--- src/rtl/key_event_debounce.sv ---
// key_event_debounce
//   Synchronizes and debounces an active-low key bank. Each debounced
//   transition becomes a press/release event, delivered through a one-entry
//   valid/ready output register.
//
// Ports
//   clk_i        system clock (only clock)
//   reset_i      synchronous, active-high reset
//   key_i        raw asynchronous keys, active-low (0 = pressed)
//   key_db_o     debounced key level, active-low
//   evt_valid_o  event presented
//   evt_code_o   index of the key that changed
//   evt_press_o  1 = press (1->0), 0 = release
//   evt_ready_i  consumer accepts the presented event
module key_event_debounce #(
  parameter int unsigned N_KEYS = 8,
  parameter int unsigned CW     = 3,
  parameter int unsigned DIV    = 2000,
  parameter int unsigned STABLE = 4
) (
  input  logic              clk_i,
  input  logic              reset_i,
  input  logic [N_KEYS-1:0] key_i,
  output logic [N_KEYS-1:0] key_db_o,
  output logic              evt_valid_o,
  output logic [CW-1:0]     evt_code_o,
  output logic              evt_press_o,
  input  logic              evt_ready_i
);

  localparam int unsigned TW = (DIV > 1) ? $clog2(DIV) : 1;
  localparam int unsigned SW = $clog2(STABLE) + 1;
  localparam logic [TW-1:0] TickLast = TW'(DIV - 1);
  localparam logic [SW-1:0] ScLast   = SW'(STABLE - 1);

  logic [N_KEYS-1:0] sync1_q, ks_q;
  logic [TW-1:0]     cnt_q, cnt_d;
  logic              tick;

  logic [N_KEYS-1:0][SW-1:0] sc_q, sc_d;
  logic [N_KEYS-1:0]         db_q, db_d;
  logic [N_KEYS-1:0]         chg;
  logic [N_KEYS-1:0]         pend_q, pend_d;

  logic          valid_q, valid_d;
  logic [CW-1:0] code_q, code_d;
  logic          press_q, press_d;

  logic          slot_free;
  logic          found;
  logic [CW-1:0] low_idx;

  // Sample tick: one cycle out of every DIV.
  always_comb begin
    tick  = (cnt_q == TickLast);
    cnt_d = tick ? '0 : cnt_q + TW'(1);
  end

  // Per-key stability counting; a key flips only after STABLE consecutive
  // differing samples, any agreeing sample restarts the count.
  always_comb begin
    sc_d = sc_q;
    db_d = db_q;
    chg  = '0;
    for (int i = 0; i < N_KEYS; i++) begin
      if (tick) begin
        if (ks_q[i] == db_q[i]) begin
          sc_d[i] = '0;
        end else if (sc_q[i] == ScLast) begin
          db_d[i]  = ks_q[i];
          sc_d[i]  = '0;
          chg[i]   = 1'b1;
        end else begin
          sc_d[i] = sc_q[i] + SW'(1);
        end
      end
    end
  end

  // Lowest pending index (descending scan so the lowest hit wins).
  always_comb begin
    found   = 1'b0;
    low_idx = '0;
    for (int i = N_KEYS - 1; i >= 0; i--) begin
      if (pend_q[i]) begin
        found   = 1'b1;
        low_idx = CW'(i);
      end
    end
  end

  // Output slot and pending mask. A second toggle before issue cancels the
  // pending bit; the bit being issued takes only this cycle's change.
  always_comb begin
    slot_free = !valid_q || evt_ready_i;
    valid_d   = valid_q;
    code_d    = code_q;
    press_d   = press_q;
    pend_d    = pend_q ^ chg;
    if (slot_free) begin
      if (found) begin
        valid_d         = 1'b1;
        code_d          = low_idx;
        press_d         = ~db_q[low_idx];
        pend_d[low_idx] = chg[low_idx];
      end else begin
        valid_d = 1'b0;
      end
    end
  end

  always_ff @(posedge clk_i) begin
    if (reset_i) begin
      sync1_q <= '1;
      ks_q    <= '1;
      cnt_q   <= '0;
      sc_q    <= '0;
      db_q    <= '1;
      pend_q  <= '0;
      valid_q <= 1'b0;
      code_q  <= '0;
      press_q <= 1'b0;
    end else begin
      sync1_q <= key_i;
      ks_q    <= sync1_q;
      cnt_q   <= cnt_d;
      sc_q    <= sc_d;
      db_q    <= db_d;
      pend_q  <= pend_d;
      valid_q <= valid_d;
      code_q  <= code_d;
      press_q <= press_d;
    end
  end

  assign key_db_o    = db_q;
  assign evt_valid_o = valid_q;
  assign evt_code_o  = code_q;
  assign evt_press_o = press_q;

endmodule

--- config.mk ---
export PLATFORM = sky130hd
export DESIGN_NAME = key_event_debounce
export DESIGN_NICKNAME = d
export VERILOG_FILES = /design/src/rtl/key_event_debounce.sv
export SDC_FILE = /design/constraint.sdc
export NUM_CORES = 1
export LEC_CHECK = 0
export CAP_MARGIN = 20
export CORE_MARGIN = 2
export CORE_UTILIZATION = 43
export DETAILED_ROUTE_END_ITERATION = 10
export HOLD_SLACK_MARGIN = 0.03
export PLACE_DENSITY = 0.72
export SLEW_MARGIN = 20
export SYNTH_ARGS = -nofsm -noshare
export SYNTH_HDL_FRONTEND = slang
export SYNTH_SLANG_ARGS = --single-unit
--- constraint.sdc ---
create_clock -name clk_i -period 2.6 [get_ports clk_i]
set_input_delay 0.26 -clock clk_i [delete_from_list [all_inputs] [get_ports clk_i]]
set_output_delay 0.26 -clock clk_i [all_outputs]
set_load 0.01 [all_outputs]
==> results.toml <==
[pwr]
combPwrFrac = 0.061
power_frac_seq = 0.554
power_frac_clock = 0.384
irDropWorstVdd_uv = 298
p_int_mw = 1.58
p_switching_mw = 0.484
p_per_area_nw_per_um2 = 543
sw_frac_of_total = 0.235
p_leak_nw = 1.33

[cts]
cts_tree = "yes"
cts.hold.buffers_added = 0
clock_path_buffers = 2
htree_levels = 3
cts_resized = 0
path_clk_slew_ps = 70
numCtsBuffers = 9
root_buffer = "clkbuf_8"
postCtsSetupRepairBufs = 0
clkLatencyLatePin_ps = 340
cts_sinks = 72

[grt]
grt_overflow = 0
grt_pass1_vias = 2449
grt_pass1_wl_um = 11300
grt_max_degree = 28
antenna_found_initial = 0
gr-usage-all-layers = 0.169

[sta]
grt_setup_unrepaired = "no"
fin_crit_sh = 0.892
whs_ps = 357
fin_skew_ps = 9.21
setup_viol = 0
min_period_ps = 2320
hold_viol = 0
worstMarginPinSlew_ps = 623
slew_headroom = 0.585
tns_ps = 0
drv_slew = 0
fmax_ghz = 0.431

[worst_setup_path]
path_class = "reg -> reg"
start_kind = "flop"
required_ps = 2790
crit_family = "simple AND/OR/NAND/NOR gates"
crit_path_end_kind = "flop"
max_stage_delay_ps = 680
crit_chain = "ha_1, nand3_1, or4_1, buf_4, nor2_1, a21boi_0, a211oi_1, a311oi_1"
path_buf_inv = 1
worst-path-max-fanout = 5
cpMaxStageDelayCell = "or4_1"
crit_arrival_ps = 2510

[floorplanning]
rows = 31
core_area_sq_um = 7330
design.die.area_sq_um = 8340
die_h_um = 91.3
ios = 24
dieWidth_um = 91.3
start_util = 0.447

[synth]
syn_inst = 371
ys_top_cells_by_area = "dfxtp_1, nor2_1, a21oi_1"
synthFlopType = "dfxtp_1"
ys_ff_latch = 72
synth_nets = 391
netlist_area_sq_um = 3280
yosys.cell_types.count = 50
async_flop_share = 0
synth_most_common_cell = "dfxtp_1"
syn_area_per_cell_sq_um = 8.84
synth_enable_flop_cells = 0
ys_seq_area_frac = 0.440
synth_common_cells = "dfxtp_1, nor2_1, nand2_1, a21oi_1, or2_2"
yosysTopAreaCell = "dfxtp_1"
yosysWarningCount = 0
yosysTopAreaCellShare = 0.440

[finish]
syn_to_final_growth_pct = 15.7
drive_gt1_frac = 0.123
nets = 416
fill_cells = 673
antenna_cells = 0

[place]
port_buffers = 23
dp_hpwl_um = 4780
gp_congestion = 0.863

[route]
initialDrtViolationCount = 130
vias = 2626
post_drt_wl_per_cell_um = 13.4
drc = 0
drt_pre_antenna_iters = 4
avgViaCountPerCell = 5.26
wirelength_um = 6710
drtAntennaViolNets = 0

[run_status]
status = "finished clean"

[hold_path]
worstHoldPathType = "in -> reg"

[job]
cap_violations = 0
-- cells in the final DEF, fill, tap and decap left out, drive strengths merged, types with 2 or more instances in the layout --
master | Yosys | layout
a211o | 5 | 5
a211oi | 5 | 5
a21oi | 27 | 27
a311oi | 3 | 3
a32oi | 2 | 2
and3 | 6 | 6
and3b | 6 | 6
buf | 7 | 9
clkbuf | 10 | 12
clkdlybuf4s50 | 0 | 22
clkinv | 0 | 2
dfxtp | 72 | 72
ha | 9 | 9
inv | 5 | 5
mux2i | 3 | 3
nand2 | 28 | 28
nand2b | 9 | 9
nand3 | 10 | 10
nand3b | 3 | 3
nand4 | 7 | 7
nand4b | 3 | 3
nor2 | 43 | 43
nor2b | 5 | 5
nor3 | 16 | 16
nor3b | 2 | 2
nor4 | 4 | 4
o211ai | 2 | 2
o21ai | 14 | 14
o21bai | 2 | 2
o22ai | 5 | 5
o31a | 2 | 2
or2 | 18 | 18
or4 | 3 | 3
xnor2 | 15 | 15
xor2 | 12 | 12
-- path summary, 6_finish.rpt --
| kind | slack (ps) | depth (start not counted) | to | startpoint |
|---|---|---|---|---|
| setup / recovery | 280 | 8 | pend_q[5] | cnt_q[0] |
| hold reg to reg | 410 | 1 | ks_q[6] | sync1_q[6] |
| hold / removal | 360 | 2 | cnt_q[2] | reset_i |
| setup reg to reg | 280 | 8 | pend_q[5] | cnt_q[0] |
-- kinds of logic after synthesis --
logic type | Yosys count | synth area share
adders and majority gates | 9 | 0.0343
muxes | 3 | 0.00916
DFF | 72 | 0.440
and+or+nand+nor | 164 | 0.266
AOI/OAI and AO/OA | 74 | 0.150
buffers and inverters | 22 | 0.0282
xor gates and xnor gates | 27 | 0.0721
-- through the flow --
| step | utilization | cells | total power, mW | cell area, sq um | worst slack, ps |
|---|---|---|---|---|---|
| final | 0.517 | 499 | 2.06 | 3790 | 281 |
| after global routing | 0.517 | 499 | 2.15 | 3790 | 151 |
| after CTS | 0.517 | 499 | 2.08 | 3790 | 275 |
| after detailed placement | 0.494 | 484 | 1.29 | 3620 | 299 |
| after global placement | 0.494 | 484 | 1.29 | 3620 | 365 |
| after floorplan | - | 371 | 1.25 | 3280 | 593 |
-- worst register-to-register path: stages, from the launching register on --
cell and delay (ps):
dfxtp_1 350, ha_1 190, nand3_1 190, or4_1 680, buf_4 210, nor2_1 120, a21boi_0 120, a211oi_1 230
a311oi_1 70
-- power groups by stage --
stage / clock network, mW / registers [mW] / logic [mW]
after floorplan: 0 / 1.17 / 0.0823
after global placement: 0 / 1.17 / 0.125
after detailed placement: 0 / 1.17 / 0.126
after CTS: 0.811 / 1.14 / 0.126
after global routing: 0.863 / 1.14 / 0.140
final: 0.792 / 1.14 / 0.126
-- layout make-up --
cell class              instances  area [sq um]  area share
inverters                       5          18.8     0.00495
well taps                      99           124      0.0327
clock buffers                  12           155      0.0409
repair buffers                 31           285      0.0752
multi-input cells             277          1750       0.462
flip-flops and latches         72          1440       0.380
clock inverters                 3          17.5     0.00462
-- metal layers --
layer | vias to the layer above | global-route usage | part of all wire
met5 | - | 0 | 0
met4 | 0 | 0.0770 | 0.016
met3 | 9 | 0.0448 | 0.059
met2 | 62 | 0.258 | 0.43
met1 | 1192 | 0.224 | 0.49
li1 | 1363 | - | -
-- registers in the layout, summed over array words and instances, names as in the netlist --
name         cells
sc_q            24
cnt_q           11
key_db_o         8
ks_q             8
pend_q           8
sync1_q          8
evt_code_o       3
evt_press_o      1
evt_valid_o      1
Power figures use the tool's default switching activity.
